<file path="src/rtl/cordic_pkg.sv">
// Shared definitions for the iterative CORDIC rotator: data widths, the
// CORDIC gain constant, the Q3.12 data type, the FSM state type and the
// gain-scaling helper used when CORDIC_GAIN_COMP_EN is defined.
package cordic_pkg;

    localparam int DATA_W = 16;
    localparam int FRAC_W = 12;

    localparam logic [DATA_W-1:0] CORDIC_K = 16'h09B7;

    typedef logic signed [DATA_W-1:0] q3_12_t;

    typedef enum logic [1:0] {
        IDLE,
        RUN,
        COMP,
        DONE
    } cordic_state_t;

    // Signed 16x16 -> 32 product with K, arithmetic shift right by FRAC_W,
    // low DATA_W bits kept (truncation, wraps like the rest of the datapath).
    function automatic q3_12_t gain_scale(input q3_12_t v);
        logic signed [2*DATA_W-1:0] p;
        logic signed [2*DATA_W-1:0] s;
        p = v * $signed(CORDIC_K);
        s = p >>> FRAC_W;
        return s[DATA_W-1:0];
    endfunction

endpackage

</file>
<file path="src/rtl/cordic_rotator_if.sv">
// Operand/result handshake bundle for cordic_rotator.
// slave: the engine side; master: the producer/consumer side.
interface cordic_rotator_if;
    import cordic_pkg::*;

    logic   in_valid;
    logic   in_ready;
    q3_12_t x_in;
    q3_12_t y_in;
    q3_12_t z_in;

    logic   out_valid;
    logic   out_ready;
    q3_12_t x_out;
    q3_12_t y_out;
    q3_12_t z_out;

    modport slave (
        input  in_valid, x_in, y_in, z_in, out_ready,
        output in_ready, out_valid, x_out, y_out, z_out
    );

    modport master (
        output in_valid, x_in, y_in, z_in, out_ready,
        input  in_ready, out_valid, x_out, y_out, z_out
    );

endinterface

</file>
<file path="src/rtl/cordic_micro_rotation.sv">
// One combinational CORDIC micro-rotation in rotation mode.
// Direction comes from the sign of z; both shifts use the incoming x and y.
// All arithmetic is 16-bit two's complement and wraps.
module cordic_micro_rotation
    import cordic_pkg::*;
(
    input  q3_12_t     i_x,
    input  q3_12_t     i_y,
    input  q3_12_t     i_z,
    input  logic [3:0] i_idx,
    input  q3_12_t     i_alpha,
    output q3_12_t     o_x,
    output q3_12_t     o_y,
    output q3_12_t     o_z
);

    q3_12_t w_xs;
    q3_12_t w_ys;
    logic   w_pos;

    assign w_xs  = i_x >>> i_idx;
    assign w_ys  = i_y >>> i_idx;
    assign w_pos = ~i_z[DATA_W-1];

    // Rotate towards z = 0: d=+1 for non-negative z, d=-1 otherwise.
    always_comb begin
        o_x = i_x;
        o_y = i_y;
        o_z = i_z;
        if (w_pos) begin
            o_x = i_x - w_ys;
            o_y = i_y + w_xs;
            o_z = i_z - i_alpha;
        end else begin
            o_x = i_x + w_ys;
            o_y = i_y - w_xs;
            o_z = i_z + i_alpha;
        end
    end

endmodule

</file>
<file path="src/rtl/cordic_rotator.sv">
// Iterative rotation-mode CORDIC engine, one micro-rotation per clock.
// Drives the external arctan ROM index from its iteration counter and uses
// the returned angle combinationally in the same cycle.
// Optional macro: CORDIC_GAIN_COMP_EN adds a one-cycle COMP state that
// scales x and y by K so results are true-magnitude rotations.
module cordic_rotator
    import cordic_pkg::*;
#(
    parameter int unsigned ITERS = 13
) (
    input  logic              clk,
    input  logic              rst_n,
    cordic_rotator_if.slave   bus,
    output logic [3:0]        rom_idx,
    input  logic [DATA_W-1:0] rom_alpha
);

    cordic_state_t r_state;
    cordic_state_t w_state_next;

    q3_12_t     r_x;
    q3_12_t     r_y;
    q3_12_t     r_z;
    q3_12_t     w_x_next;
    q3_12_t     w_y_next;
    q3_12_t     w_z_next;
    q3_12_t     r_x_out;
    q3_12_t     r_y_out;
    q3_12_t     r_z_out;
    logic [3:0] r_i;

    logic w_in_ready;
    logic w_accept;
    logic w_last;

    assign w_in_ready = rst_n && (r_state == IDLE);
    assign w_accept   = bus.in_valid && w_in_ready;
    assign w_last     = (r_i == 4'(ITERS - 1));

    assign bus.in_ready  = w_in_ready;
    assign bus.out_valid = (r_state == DONE);
    assign bus.x_out     = r_x_out;
    assign bus.y_out     = r_y_out;
    assign bus.z_out     = r_z_out;
    assign rom_idx       = r_i;

    cordic_micro_rotation u_micro (
        .i_x     (r_x),
        .i_y     (r_y),
        .i_z     (r_z),
        .i_idx   (r_i),
        .i_alpha ($signed(rom_alpha)),
        .o_x     (w_x_next),
        .o_y     (w_y_next),
        .o_z     (w_z_next)
    );

    // State register; reset discards any operation in flight.
    always_ff @(posedge clk) begin
        if (!rst_n) begin
            r_state <= IDLE;
        end else begin
            r_state <= w_state_next;
        end
    end

    // Next-state logic: accept in IDLE, iterate in RUN, hold DONE until taken.
    always_comb begin
        w_state_next = r_state;
        case (r_state)
            IDLE: begin
                if (w_accept) begin
                    w_state_next = RUN;
                end
            end
            RUN: begin
                if (w_last) begin
`ifdef CORDIC_GAIN_COMP_EN
                    w_state_next = COMP;
`else
                    w_state_next = DONE;
`endif
                end
            end
`ifdef CORDIC_GAIN_COMP_EN
            COMP: begin
                w_state_next = DONE;
            end
`endif
            DONE: begin
                if (bus.out_ready) begin
                    w_state_next = IDLE;
                end
            end
            default: begin
                w_state_next = IDLE;
            end
        endcase
    end

    // Working registers, iteration counter and held result registers.
    always_ff @(posedge clk) begin
        if (!rst_n) begin
            r_x     <= '0;
            r_y     <= '0;
            r_z     <= '0;
            r_i     <= '0;
            r_x_out <= '0;
            r_y_out <= '0;
            r_z_out <= '0;
        end else begin
            case (r_state)
                IDLE: begin
                    if (w_accept) begin
                        r_x <= bus.x_in;
                        r_y <= bus.y_in;
                        r_z <= bus.z_in;
                        r_i <= '0;
                    end
                end
                RUN: begin
                    r_x <= w_x_next;
                    r_y <= w_y_next;
                    r_z <= w_z_next;
                    if (w_last) begin
                        r_i <= '0;
`ifndef CORDIC_GAIN_COMP_EN
                        r_x_out <= w_x_next;
                        r_y_out <= w_y_next;
                        r_z_out <= w_z_next;
`endif
                    end else begin
                        r_i <= r_i + 4'd1;
                    end
                end
`ifdef CORDIC_GAIN_COMP_EN
                COMP: begin
                    r_x_out <= gain_scale(r_x);
                    r_y_out <= gain_scale(r_y);
                    r_z_out <= r_z;
                end
`endif
                default: begin
                end
            endcase
        end
    end

endmodule

</file>
<file path="src/flat_wrapper.sv">
// flat-port wrapper written by rule: the top's interface ports become plain ports
module cordic_rotator_flat import cordic_pkg::*;
#(
    parameter int unsigned ITERS = 13
)
  (clk, rst_n, rom_idx, rom_alpha, bus_in_valid, bus_x_in, bus_y_in, bus_z_in, bus_out_ready, bus_in_ready, bus_out_valid, bus_x_out, bus_y_out, bus_z_out);
  cordic_rotator_if bus_i ();
  input  logic clk;
  input  logic rst_n;
  output logic [3:0] rom_idx;
  input  logic [DATA_W-1:0] rom_alpha;
  input wire logic [$bits(bus_i.in_valid)-1:0] bus_in_valid;
  input wire logic [$bits(bus_i.x_in)-1:0] bus_x_in;
  input wire logic [$bits(bus_i.y_in)-1:0] bus_y_in;
  input wire logic [$bits(bus_i.z_in)-1:0] bus_z_in;
  input wire logic [$bits(bus_i.out_ready)-1:0] bus_out_ready;
  output wire logic [$bits(bus_i.in_ready)-1:0] bus_in_ready;
  output wire logic [$bits(bus_i.out_valid)-1:0] bus_out_valid;
  output wire logic [$bits(bus_i.x_out)-1:0] bus_x_out;
  output wire logic [$bits(bus_i.y_out)-1:0] bus_y_out;
  output wire logic [$bits(bus_i.z_out)-1:0] bus_z_out;
  assign bus_i.in_valid = bus_in_valid;
  assign bus_i.x_in = bus_x_in;
  assign bus_i.y_in = bus_y_in;
  assign bus_i.z_in = bus_z_in;
  assign bus_i.out_ready = bus_out_ready;
  assign bus_in_ready = bus_i.in_ready;
  assign bus_out_valid = bus_i.out_valid;
  assign bus_x_out = bus_i.x_out;
  assign bus_y_out = bus_i.y_out;
  assign bus_z_out = bus_i.z_out;
  cordic_rotator #(.ITERS(ITERS)) u_core (.clk(clk), .rst_n(rst_n), .bus(bus_i), .rom_idx(rom_idx), .rom_alpha(rom_alpha));
endmodule
</file>
<file path="config.mk">
export PLATFORM = sky130hd
export DESIGN_NAME = cordic_rotator_flat
export DESIGN_NICKNAME = d
export VERILOG_FILES = /design/src/rtl/cordic_pkg.sv /design/src/rtl/cordic_rotator_if.sv /design/src/rtl/cordic_micro_rotation.sv /design/src/rtl/cordic_rotator.sv /design/src/flat_wrapper.sv
export SDC_FILE = /design/constraint.sdc
export NUM_CORES = 1
export LEC_CHECK = 0
export CORE_ASPECT_RATIO = 1.1
export CORE_MARGIN = 3
export CORE_UTILIZATION = 55
export CTS_CLUSTER_SIZE = 14
export DETAILED_ROUTE_END_ITERATION = 16
export GPL_ROUTABILITY_DRIVEN = 0
export GPL_TIMING_DRIVEN = 0
export PLACE_DENSITY_LB_ADDON = 0.3
export SYNTH_ARGS = -nofsm -noshare
export SYNTH_HDL_FRONTEND = slang
export SYNTH_SLANG_ARGS = --single-unit
</file>
<file path="constraint.sdc">
create_clock -name clk -period 5.25 [get_ports clk]
set_input_delay 1.3125 -clock clk [delete_from_list [all_inputs] [get_ports clk]]
set_output_delay 1.3125 -clock clk [all_outputs]
set_load 0.005 [all_outputs]
</file>
== Word level (Yosys, flattened, before mapping) ==
Cells that the tools add are included.

* Output and inout port bits: 54
* Flip-flop bits (word level): 102
* Input bits: 68
* Word-level logic and storage cells: 46

* Reductions and logical operators: 7
* Mux-type cells: 16
* Equality and inequality tests: 6
* Shifts and indexed selects: 2
* $add $sub $neg: 7

{| class="wikitable"
|+ Operators with widths
! cell !! number
|-
| $mux 16 || 6
|-
| $pmux 16 s2 || 3
|-
| $add 16x16->16 || 3
|-
| $sub 16x16->16 || 3
|-
| $sshr 16x4->16 || 2
|-
| $mux 4 || 2
|-
| $pmux 4 s2 || 1
|-
| $mux 2 || 3
|-
| $pmux 2 s3 || 1
|-
| $add 4x1->4 const B || 1
|-
| $eq 4x4->1 const B || 1
|-
| $ne 2x1->1 const B || 2
|-
| $reduce_and 2->1 || 2
|-
| $reduce_and 3->1 || 1
|-
| $eq 2x1->1 const B || 1
|-
| $eq 2x2->1 const B || 1
|-
| $logic_and 1x1->1 || 2
|-
| $logic_not 2->1 || 1
|-
| $ne 2x2->1 const B || 1
|-
| $reduce_bool 2->1 || 1
|}

== Longest topological paths before layout ==
Gate-level depths: netlist of the first run.

* Word-level depth: 5
* Depth in mapped cells: 22
* Depth with buffers taken out: 18

== Hierarchy ==
Synthesis of the first run repeated with hierarchy kept, for this count alone.

* Cells, all modules: 1049
* Area, all modules: 9160.0 µm²

{| class="wikitable"
|+ Modules (own cells, without submodules)
! module !! area each (µm²) !! cells an instance !! times used !! sequential area each (µm²)
|-
| cordic_rotator || 4730.8 || 483 || 1 || 2042.0
|-
| cordic_micro_rotation || 4429.2 || 566 || 1 || 0.0
|}

== Least setup slack after synthesis of the first run ==
Ideal clock, no wire load.

* Kind: register -> register
* Start point: register u_core.r_i[0], in the netlist u_core.rom_idx[0]
* End point: register u_core.r_x_out[15], in the netlist u_core.bus.x_out[15]
* Path slack: 0.660 ns
* Buffers on the path: 3
* Stages on the path, launching flop included: 22
* Library setup time: 0.122 ns
* Data arrival time: 4.468 ns
* Period minus slack after synthesis: 4.590 ns
* Data required time: 5.128 ns
* Cells stage by stage: dfxtp_1 -> buf_6 -> buf_6 -> buf_2 -> mux4_2 -> mux2i_1 -> nand2_1 -> o21ai_0 -> ha_1 -> nand3_1 -> o21ai_0 -> xnor2_1 -> ha_1 -> a2111oi_0 -> o211ai_1 -> a311oi_1 -> o21ai_0 -> nand3_1 -> nand2_1 -> a31oi_1 -> nor3b_1 -> a311o_1

* Longest elaborated chain between the ends: 3
* Elaborated cells between the ends (all ways): 6
* Those cells by class: 2 x add/sub; 1 x eq/ne; 1 x shift; 1 x mux; 1 x reduce/logical

{| class="wikitable"
|+ Ends and longest elaborated chain
! what !! RTL line !! source
|-
| start: declaration || cordic_rotator.sv:30 || <nowiki>logic [3:0] r_i;</nowiki>
|-
| start signal: assignment || cordic_rotator.sv:133 || <nowiki>r_i <= r_i + 4'd1;</nowiki>
|-
| $sshr 16x4->16 || cordic_micro_rotation.sv:22 || <nowiki>assign w_ys = i_y >>> i_idx;</nowiki>
|-
| $sub 16x16->16 or $add 16x16->16 (tied branches) || cordic_micro_rotation.sv:31, cordic_micro_rotation.sv:35 ||
|-
| $mux 16 || cordic_micro_rotation.sv:30 || <nowiki>if (w_pos) begin</nowiki>
|-
| end signal: assignment || cordic_rotator.sv:128 || <nowiki>r_x_out <= w_x_next;</nowiki>
|-
| end: declaration || cordic_rotator.sv:27 || <nowiki>q3_12_t r_x_out;</nowiki>
|}

Several ways; a longest one is shown, not always the timed one.
A chain may end at the register's enable or synchronous reset.

== Final worst setup path of the first run ==
* Start point: register u_core.r_i[0], in the netlist u_core.rom_idx[0]
* End point: register u_core.r_x[14]

* Longest elaborated chain between the ends: 4
* Elaborated cells between the ends (all ways): 5
* Those cells by class: 2 x add/sub; 1 x shift; 2 x mux

{| class="wikitable"
|+ Ends and longest elaborated chain
! what !! RTL line !! source
|-
| $sshr 16x4->16 * || cordic_micro_rotation.sv:22 ||
|-
| $sub 16x16->16 or $add 16x16->16 (tied branches) || cordic_micro_rotation.sv:31, cordic_micro_rotation.sv:35 ||
|-
| $mux 16 * || cordic_micro_rotation.sv:30 ||
|-
| $pmux 16 s2 * || cordic_rotator.sv:112 || <nowiki>case (r_state)</nowiki>
|-
| end signal: assignment || cordic_rotator.sv:115 || <nowiki>r_x <= bus.x_in;</nowiki>
|-
| end signal: assignment || cordic_rotator.sv:122 || <nowiki>r_x <= w_x_next;</nowiki>
|-
| end: declaration || cordic_rotator.sv:21 || <nowiki>q3_12_t r_x;</nowiki>
|}

Mark *: on every way between the ends. The rest lies on a longest branch, timed or not.

==> out/results.ini, run 1 <==
[timing]
rsz0062_at_grt=no
skew_ps=9.84
post-route-period-util=0.952
maxSlewViolCount=0
max_freq_mhz=200
tightest_slew_ps=896
period_needed_ps=5000
relSlewSlack=0.403
setup_violations=0
worst_slack_ps=253
holdWs_ps=455
hold_viol=0

[critical_path]
slowest_stage=mux4_2
cp-end-kind=flip-flop
path_common_cell=o21ai_0
start_kind=flip-flop
slowest_delay_ps=550
arrival_ps=5260
timing.rr.start=u_core.rom_idx[0]$_SDFFE_PN0P_
criticalPathCategory=reg -> reg
reg2reg_to=u_core.r_x[14]$_SDFFE_PN0P_
path_cells=buf_6 -> buf_6 -> buf_4 -> mux4_2 -> mux2i_4 -> nand2_1 -> o21ai_2 -> ha_2 -> nand2_1 -> o21ai_0 -> fa_1 -> a21o_1 -> a21oi_1 -> o21a_1 -> o21ai_0 -> a41oi_1 -> o21ai_0 -> xor2_2 -> nor2_1 -> a211oi_1
critPathBufInv=3
cp.required_ps=5510
worstPathMaxFanout=10
path_delay_family=compound AO/OA/AOI/OAI gates
reg2regPathDepth=20
r2r_setup_slack_ps=250

[synthesis]
syn-num-nets=1174
synth_top_area_share=0.240
synth_common_cells=136 x nand2_1, 116 x nor2_1, 102 x dfxtp_1, 93 x a21oi_1, 55 x a211oi_1
synth_area_leaders=dfxtp_1 24%, ha_1 7.8%, nand2_1 6.0%
synth_edf_count=0
syn-instance-count=1050
synth_ff_type=dfxtp_1
ys_seq_area_frac=0.240
avgSynthCellArea_um2=8.10
yosysWarningCount=0
synth_seq_cells=102
yosysTopAreaCell=dfxtp_1
yosysMostFrequentCell=nand2_1
netlist_area_mm2=0.00850
synth_cell_types=64
synthArstFlopShare=0

[floorplanning]
die_y_um=136
core_area_mm2=0.0151
die_x_um=125
num_rows=47
die_area_mm2=0.0170
start_util=0.563
io_pins=122

[clock_network]
cts_root_buf=clkbuf_16
cts_tree=yes
cts_hold_buf=0
cts_sinks=102
htree_num_levels=3
clk_pin_slew_worst_paths_ps=70
clkLatencyLatePin_ps=360
cts_buffer_depth=2
cts_buffers=9

[global_route]
met1_usage=0.415
grtUsageMet2=0.518
track_usage=0.327
grt_pass1_vias=8256
gr-usage-met3=0.0739
top_usage_layer=met2
grt_pass1_wl_mm=44.2
grt_max_degree=19
overflow=0
antenna_found_initial=0

[cells_and_area]
diodes=0
n_fill_cell=1194
syn2layout_area_growth_pct=22.2
layout-drive-gt1-share=0.0918
nNetsFinal=1306
stdcell_count=1383

[routing]
vias_per_cell=6.44
drc_errors=0
wl_mm=29.0
drt_iter0_drc=949
vias=8907
first_pass_iters=9
ant_nets=0
post_drt_wl_per_cell_um=20.9

[placement]
numPortBuffers=120
dpl.hpwl_mm=21.8
dp_worst_setup_slack_ps=-477
dp_cells=1366

[power]
p_seq_frac=0.235
ir_drop_mv=0.215
p_sw_frac=0.465
pwr-share-clk=0.167
p_leak_nw=3.95
p_comb_frac=0.598
cellInternalPower_mw=2.27
finalPower_mw=4.25
power.density_mw_per_mm2=409
p_switching_mw=1.97

[worst_hold_path]
min-delay-start=u_core.bus.z_out[0]$_SDFFE_PN0P_
hold-path-endpoint=u_core.bus.z_out[0]$_SDFFE_PN0P_
hold_depth=2
min_path_type=reg -> reg

[run_status]
status=finished clean

[run]
drv_cap=0

power groups by stage:
stage               clock network [mW]  logic (mW)  registers [mW]
floorplan                            0        1.76           0.927
global placement                     0        2.30           0.996
detailed placement                   0        2.32           0.999
CTS                              0.708        2.39           0.983
global route                     0.737        2.74           0.997
finish                           0.708        2.54           0.997
how the worst max path moves through the flow:
stage / startpoint / slack (ps) / depth (start not counted) / endpoint
floorplan: u_core.rom_idx[0]$_SDFFE_PN0P_ / 660 / 21 / u_core.bus.x_out[15]$_SDFFE_PN0P_
global placement: u_core.rom_idx[3]$_SDFFE_PN0P_ / -440 / 21 / u_core.bus.x_out[15]$_SDFFE_PN0P_
detailed placement: u_core.rom_idx[3]$_SDFFE_PN0P_ / -480 / 21 / u_core.bus.x_out[15]$_SDFFE_PN0P_
CTS: u_core.rom_idx[0]$_SDFFE_PN0P_ / -50 / 21 / u_core.bus.x_out[15]$_SDFFE_PN0P_
global route: u_core.rom_idx[0]$_SDFFE_PN0P_ / 10 / 19 / u_core.bus.y_out[15]$_SDFFE_PN0P_
finish: u_core.rom_idx[0]$_SDFFE_PN0P_ / 250 / 20 / u_core.r_x[14]$_SDFFE_PN0P_
cells in the final DEF (no fill, tap or decap), drive strengths merged, types with 4 or more instances in the layout:
master         netlist  final
nand2              136    136
clkdlybuf4s50        0    120
nor2               116    116
dfxtp              102    102
a21oi               93     93
a211oi              55     55
ha                  53     53
clkbuf              42     51
mux2i               48     48
xnor2               48     48
o21ai               37     37
xor2                32     32
mux2                28     28
buf                 24     25
inv                 19     22
mux4                21     21
nor3                18     18
nand3               18     18
nor2b               15     15
o21a                12     12
a21o                12     12
o211ai               8      8
o21bai               8      8
nand2b               7      7
o22ai                7      7
and2                 7      7
a22oi                6      6
a31oi                6      6
or2                  5      5
o31ai                5      5
a221oi               5      5
o41ai                5      5
nor3b                4      4
and3                 4      4
a21boi               4      4
clkinv               3      4
nor4                 4      4
a2111oi              4      4
logic make-up after synthesis:
kind of cell | count (synthesis) | share of synthesized area
buf+inv | 88 | 0.0458
mux | 97 | 0.152
fa+ha+maj | 56 | 0.0851
xor+xnor | 80 | 0.0824
simple gates | 339 | 0.172
compound gates | 288 | 0.223
flops | 102 | 0.240
tightest hold or removal path: cells and delay by family (launching register included):
family	cells	cell delay, ps
flip-flops	1	310
AND/OR/NAND/NOR	1	50
AO/OA/AOI/OAI	1	50
layer usage:
metal | vias up | wire length, um | part of all wire
met4 | 0 | 1790 | 0.062
met3 | 134 | 3050 | 0.11
met1 | 4117 | 11200 | 0.39
met2 | 582 | 12900 | 0.44
met5 | - | 0 | 0
li1 | 4074 | - | -
through the flow:
stage	area (um^2)	TNS [ps]	util
2_1_floorplan	8500	0	-
3_3_place_gp	9950	-1310	0.658
3_5_place_dp	9950	-1600	0.658
4_1_cts	10300	-47.5	0.681
5_1_grt	10400	0	0.687
6_report	10400	0	0.687
what timing repair did:
action | 4_1_cts | 5_1_grt
buffers inserted | 0 | 1
endpoints found under the setup margin | 12 | 20
gates resized for setup | 9 | 24
hold endpoints to repair | 0 | 0
pin swaps | 0 | 7
cell type report:
type                       instances  area (um^2)  share of cell area
buffer                            66          315              0.0303
tap                              196          245              0.0236
clock buffer                       9          225              0.0217
timing repair buffer             121         1210               0.116
multi-input combinational        860         6190               0.596
clock inverter                     7         81.3             0.00783
sequential                       102         2040               0.197
inverter                          22         82.6             0.00795
registers in the layout, indices dropped and copies added (netlist names):
register	cells
u_core.rom_idx	4
u_core.r_state	2
u_core.bus.y_out	16
u_core.r_y	16
u_core.r_z	16
u_core.r_x	16
u_core.bus.x_out	16
u_core.bus.z_out	16
Note: power is estimated with default switching activity, not from simulation.
==> inputs of run 2 (changes only) <==
- SKIP_CTS_REPAIR_TIMING: not set -> 1
==> run 2 against run 1 <==
Compared with the run above:
- non-clock buffer count is the same
- utilization is essentially flat
- hold slack lost 0.64 ps
- largest cell class unchanged
- highest routed layer unchanged
- clock power is essentially flat
- flip-flop and latch count is the same
- critical path type unchanged
==> out/results.ini, run 2 (same netlist as run 1, synthesis figures left out) <==
[cells_and_area]
final_common_cell=nand2_1
diodes=0
layout_common_cells=136 x nand2_1, 120 x clkdlybuf4s50_1, 115 x nor2_1
syn2layout_area_growth_pct=22.1
layout-drive-gt1-share=0.0910
nNetsFinal=1306
n_fill_cell=1197
post-route-util=0.687

[routing]
drc_errors=0
vias_per_cell=6.46
first_pass_iters=6
wl_mm=29.0
ant_nets=0
vias=8930
drt_iter0_drc=896
post_drt_wl_per_cell_um=20.9

[global_route]
antenna_found_initial=0
grt_pass1_wl_mm=44.1
met1_usage=0.412
track_usage=0.326
top_usage_layer=met2
grt_max_degree=19
gr-usage-met3=0.0770
grtUsageMet2=0.514
grt_pass1_vias=8264
overflow=0

[power]
pwr-share-clk=0.167
p_seq_frac=0.235
p_sw_frac=0.465
power.density_mw_per_mm2=408
p_comb_frac=0.597
p_switching_mw=1.97
p_leak_nw=3.95
ir_drop_mv=0.223
cellInternalPower_mw=2.27

[clock_network]
cts_buffer_depth=2
cts_sinks=102
htree_num_levels=3
cts_root_buf=clkbuf_16
clkLatencyLatePin_ps=360
clk_pin_slew_worst_paths_ps=70
cts_buffers=9
cts_tree=yes

[critical_path]
criticalPathCategory=reg -> reg
start_kind=flip-flop
cp_num_cells=20
slowest_delay_ps=500
path_cells=buf_6 -> buf_6 -> buf_6 -> buf_6 -> mux4_2 -> mux2_2 -> o21ai_1 -> ha_2 -> nor2_1 -> xor2_1 -> ha_1 -> a21o_1 -> a21oi_1 -> o21bai_1 -> a2111oi_4 -> o31ai_1 -> o41ai_2 -> xnor2_2 -> nor2_1 -> a211oi_1
crit_start=u_core.rom_idx[0]$_SDFFE_PN0P_
cp.required_ps=5520
critPathBufInv=4
r2r_setup_slack_ps=200
path_common_cell=buf_6
reg2regPathDepth=20
slowest_stage=mux4_2
timing.rr.start=u_core.rom_idx[0]$_SDFFE_PN0P_
cp-endpoint=u_core.r_y[14]$_SDFFE_PN0P_
cp-end-kind=flip-flop
arrival_ps=5320
path_delay_family=compound AO/OA/AOI/OAI gates
reg2reg_to=u_core.r_y[14]$_SDFFE_PN0P_
worstPathMaxFanout=10

[timing]
period_needed_ps=5050
tightest_slew_ps=867
maxSlewViolCount=0
setup_violations=0
post-route-period-util=0.962
rsz0062_at_grt=no
hold_viol=0
relSlewSlack=0.422
max_freq_mhz=198
holdWs_ps=455
skew_ps=8.38
worst_slack_ps=198

[worst_hold_path]
min_path_type=reg -> reg

[floorplanning]
core_area_mm2=0.0151
die_x_um=125
die_area_mm2=0.0170
num_rows=47
start_util=0.563
io_pins=122
die_y_um=136

[placement]
dpl.hpwl_mm=21.8
numPortBuffers=120
dp_worst_setup_slack_ps=-477

[run]
drv_cap=0

[run_status]
status=finished clean

## run 2: cell count changes in the layout (fill, tap and decap cells not counted), sizes merged
cell / delta
buf: -3
clkbuf: +3
## run 2: per-layer routing
layer,part of all wire,wire length [um]
met1,0.39,11200
met2,0.45,12900
met3,0.11,3120
met4,0.060,1740
met5,0,0
## run 2: area by class of cell
| type | instances | area, um^2 | share of cell area |
|---|---|---|---|
| clock buffer | 9 | 225 | 0.0217 |
| tap | 196 | 245 | 0.0236 |
| clock inverter | 7 | 81.3 | 0.00783 |
| sequential | 102 | 2040 | 0.197 |
| inverter | 22 | 82.6 | 0.00795 |
| timing repair buffer | 121 | 1210 | 0.116 |
| buffer | 66 | 315 | 0.0304 |
| multi-input combinational | 860 | 6180 | 0.595 |
## run 2: how the worst min path moves through the flow
stage	from	to	cells past startpoint
final	u_core.bus.z_out[0]$_SDFFE_PN0P_	u_core.bus.z_out[0]$_SDFFE_PN0P_	2
after global routing	u_core.bus.z_out[4]$_SDFFE_PN0P_	u_core.bus.z_out[4]$_SDFFE_PN0P_	2
after CTS	u_core.bus.z_out[0]$_SDFFE_PN0P_	u_core.bus.z_out[0]$_SDFFE_PN0P_	2
after detailed placement	u_core.bus.z_out[4]$_SDFFE_PN0P_	u_core.bus.z_out[4]$_SDFFE_PN0P_	2
after global placement	u_core.bus.y_out[5]$_SDFFE_PN0P_	u_core.bus.y_out[5]$_SDFFE_PN0P_	2
after floorplan	u_core.bus.x_out[0]$_SDFFE_PN0P_	u_core.bus.x_out[0]$_SDFFE_PN0P_	2
## run 2: metrics by stage
step / std cells / TNS, ps / cell area (um^2) / total power [mW]
global placement: 1366 / -1310 / 9950 / 3.30
finish: 1383 / 0 / 10400 / 4.24
CTS: 1382 / -1830 / 10300 / 4.05
detailed placement: 1366 / -1600 / 9950 / 3.32
global route: 1383 / 0 / 10400 / 4.47
floorplan: 1050 / 0 / 8500 / 2.68
## run 2: power groups by stage
stage / combinational (mW) / clock [mW] / sequential [mW]
final: 2.53 / 0.709 / 0.999
after global routing: 2.74 / 0.737 / 0.997
after CTS: 2.36 / 0.708 / 0.983
after detailed placement: 2.32 / 0 / 0.999
after global placement: 2.30 / 0 / 0.996
after floorplan: 1.76 / 0 / 0.927
## run 2: worst min-delay path, cell delays in order, from the launching register on
cell and delay (ps):
dfxtp_1 310, nand2_1 50, a21oi_1 50
==> inputs of run 3 (changes only) <==
- SYNTH_HIERARCHICAL: not set -> 1
==> run 3 against run 2 <==
Compared with the run above:
- combinational power decreased by 4%
- via count is 0.91% higher
- design area increased by 6.1%
- utilization hardly changed
- power is 4.7% lower
- critical path type unchanged
- critical endpoint is now u_core/r_y[15]$_SDFFE_PN0P_
- largest power group unchanged
- highest routed layer unchanged
==> out/results.ini, run 3 <==
[run_status]
status=finished clean

[global_route]
grt_pass1_wl_mm=44.4
antenna_found_initial=0
overflow=0
track_usage=0.307
grt_pass1_vias=8568
grt_max_degree=20

[routing]
vias_per_cell=6.50
vias=9011
wl_met1_mm=11.3
top_layer=met4
dr_wl_met3_mm=2.40
wl_mm=28.8
drc_errors=0
post_drt_wl_per_cell_um=20.8
ant_nets=0
wl_met2_mm=13.6
first_pass_iters=6
drt_iter0_drc=1092

[synthesis]
ys_seq_area_frac=0.223
synth_area_leaders=dfxtp_1 22%, ha_1 7.2%, a21oi_1 5.6%
yosysTopAreaCell=dfxtp_1
yosysWarningCount=6
synth_cell_types=80
synth_ff_type=dfxtp_1
synth_top_area_share=0.223
synth_edf_count=0
avgSynthCellArea_um2=8.73
syn-instance-count=1049
netlist_area_mm2=0.00916
synth_common_cells=102 x a21oi_1, 102 x dfxtp_1, 71 x o21ai_0, 65 x nand3_1, 59 x clkbuf_1
synthArstFlopShare=0
synth_seq_cells=102
syn-num-nets=1173

[cells_and_area]
diodes=0
final_common_cell=clkdlybuf4s50_1
final_cell_area_mm2=0.0110
stdcell_count=1386
syn2layout_area_growth_pct=20.3
layout-drive-gt1-share=0.140
nNetsFinal=1305
layout_common_cells=120 x clkdlybuf4s50_1, 99 x a21oi_1, 99 x dfxtp_1

[critical_path]
cp.required_ps=5510
reg2regPathDepth=18
cp-end-kind=flip-flop
arrival_ps=5370
reg2reg_to=u_core/r_y[15]$_SDFFE_PN0P_
start_kind=flip-flop
r2r_setup_slack_ps=140
timing.rr.start=u_core/rom_idx[0]$_SDFFE_PN0P_
worstPathMaxFanout=19
crit_start=u_core/rom_idx[0]$_SDFFE_PN0P_
criticalPathCategory=reg -> reg

[timing]
setup_violations=0
maxSlewViolCount=0
tightest_slew_ps=804
hold_viol=0
post-route-period-util=0.973
max_freq_mhz=196
fin_tns_setup_ps=0
relSlewSlack=0.464
rsz0062_at_grt=no
period_needed_ps=5110
skew_ps=9.50

[placement]
numPortBuffers=120
place_area_mm2=0.0106
dpl.hpwl_mm=22.0
dp_cells=1369

[clock_network]
clk_pin_slew_worst_paths_ps=80
cts_buffer_depth=2
cts_sinks=102
cts_tree=yes
htree_num_levels=3
cts_buffers=9
cts_root_buf=clkbuf_16
clkLatencyLatePin_ps=370

[floorplanning]
die_x_um=129
io_pins=122
start_util=0.571
core_area_mm2=0.0160
die_area_mm2=0.0182
die_y_um=141
num_rows=48

[run]
drv_cap=0

[power]
p_leak_nw=4.36
p_sw_frac=0.436
finalPower_mw=4.04
p_seq_frac=0.232
pwr-share-clk=0.169
ir_drop_mv=0.194
p_comb_frac=0.600
power.density_mw_per_mm2=367
p_switching_mw=1.76
cellInternalPower_mw=2.28

[worst_hold_path]
hold_depth=2
min-delay-start=u_core/bus.x_out[0]$_SDFFE_PN0P_
hold-path-endpoint=u_core/bus.x_out[0]$_SDFFE_PN0P_
min_path_type=reg -> reg

-- run 3: changes by cell type after synthesis, moves of 29 or more --
cell      delta
mux2_4      +29
nand2_1     -88
mux2i_1     -31
o311a_1     +48
o21ai_0     +34
a211oi_1    -46
nand3_1     +48
o21bai_1    +47
nor2_1      -65
-- run 3: metrics by stage --
stage	worst slack, ps	utilization	hold WS [ps]
floorplan	417	-	470
global placement	-725	0.662	461
detailed placement	-838	0.662	465
CTS	-634	0.680	476
global route	2.95	0.687	503
finish	143	0.687	473
-- run 3: worst max path at each step --
stage	endpoint	slack, ps
after floorplan	u_core/r_y[14]$_SDFFE_PN0P_	420
after global routing	u_core/r_y[15]$_SDFFE_PN0P_	3
after global placement	u_core/r_z[15]$_SDFFE_PN0P_	-720
after CTS	u_core/r_y[15]$_SDFFE_PN0P_	-630
final	u_core/r_y[15]$_SDFFE_PN0P_	140
after detailed placement	u_core/r_z[15]$_SDFFE_PN0P_	-840
-- run 3: area by class of cell --
type	instances	area, um^2
Multi-Input combinational cell	829	6670
Fill cell	1285	5020
Sequential cell	102	2050
Timing Repair Buffer	123	1220
Buffer	84	419
Tap cell	200	250
Clock buffer	9	225
Inverter	32	120
Clock inverter	7	62.6
-- run 3: per-layer routing --
metal | vias up | global-route usage
met5 | - | 0
met4 | 0 | 0.143
met3 | 101 | 0.0606
met2 | 457 | 0.511
met1 | 4233 | 0.381
li1 | 4220 | -
-- run 3: kinds of logic (layout without fill, tap and decap cells) --
| family | after synthesis | in the layout | share of synthesized area |
|---|---|---|---|
| flip-flops | 102 | 102 | 0.223 |
| AO/OA/AOI/OAI | 369 | 369 | 0.277 |
| XOR/XNOR | 77 | 77 | 0.0736 |
| buffers and inverters | 118 | 255 | 0.0602 |
| adder cells (fa/ha/maj) | 56 | 56 | 0.0790 |
| multiplexers | 101 | 101 | 0.164 |
| AND/OR/NAND/NOR | 226 | 226 | 0.123 |
-- run 3: power by group through the flow --
stage          clock network (mW)  registers [mW]  logic, mW
6_report                    0.681           0.936       2.42
2_1_floorplan                   0           0.907       1.78
5_1_grt                     0.715           0.943       2.60
3_5_place_dp                    0           0.947       2.28
4_1_cts                     0.689           0.930       2.29
3_3_place_gp                    0           0.944       2.24
-- run 3: worst max-delay path, stage by stage (launching register included) --
cell	delay [ps]
dfxtp_4	390
buf_6	170
buf_12	200
mux4_2	570
o211a_1	240
a221oi_2	370
and4_1	330
and3b_1	260
nor2_1	70
xor2_1	180
ha_1	420
nand3_1	100
o2111a_1	280
a21oi_1	250
a31o_2	260
a31oi_4	120
xnor2_2	210
mux2_2	290
o311a_1	280
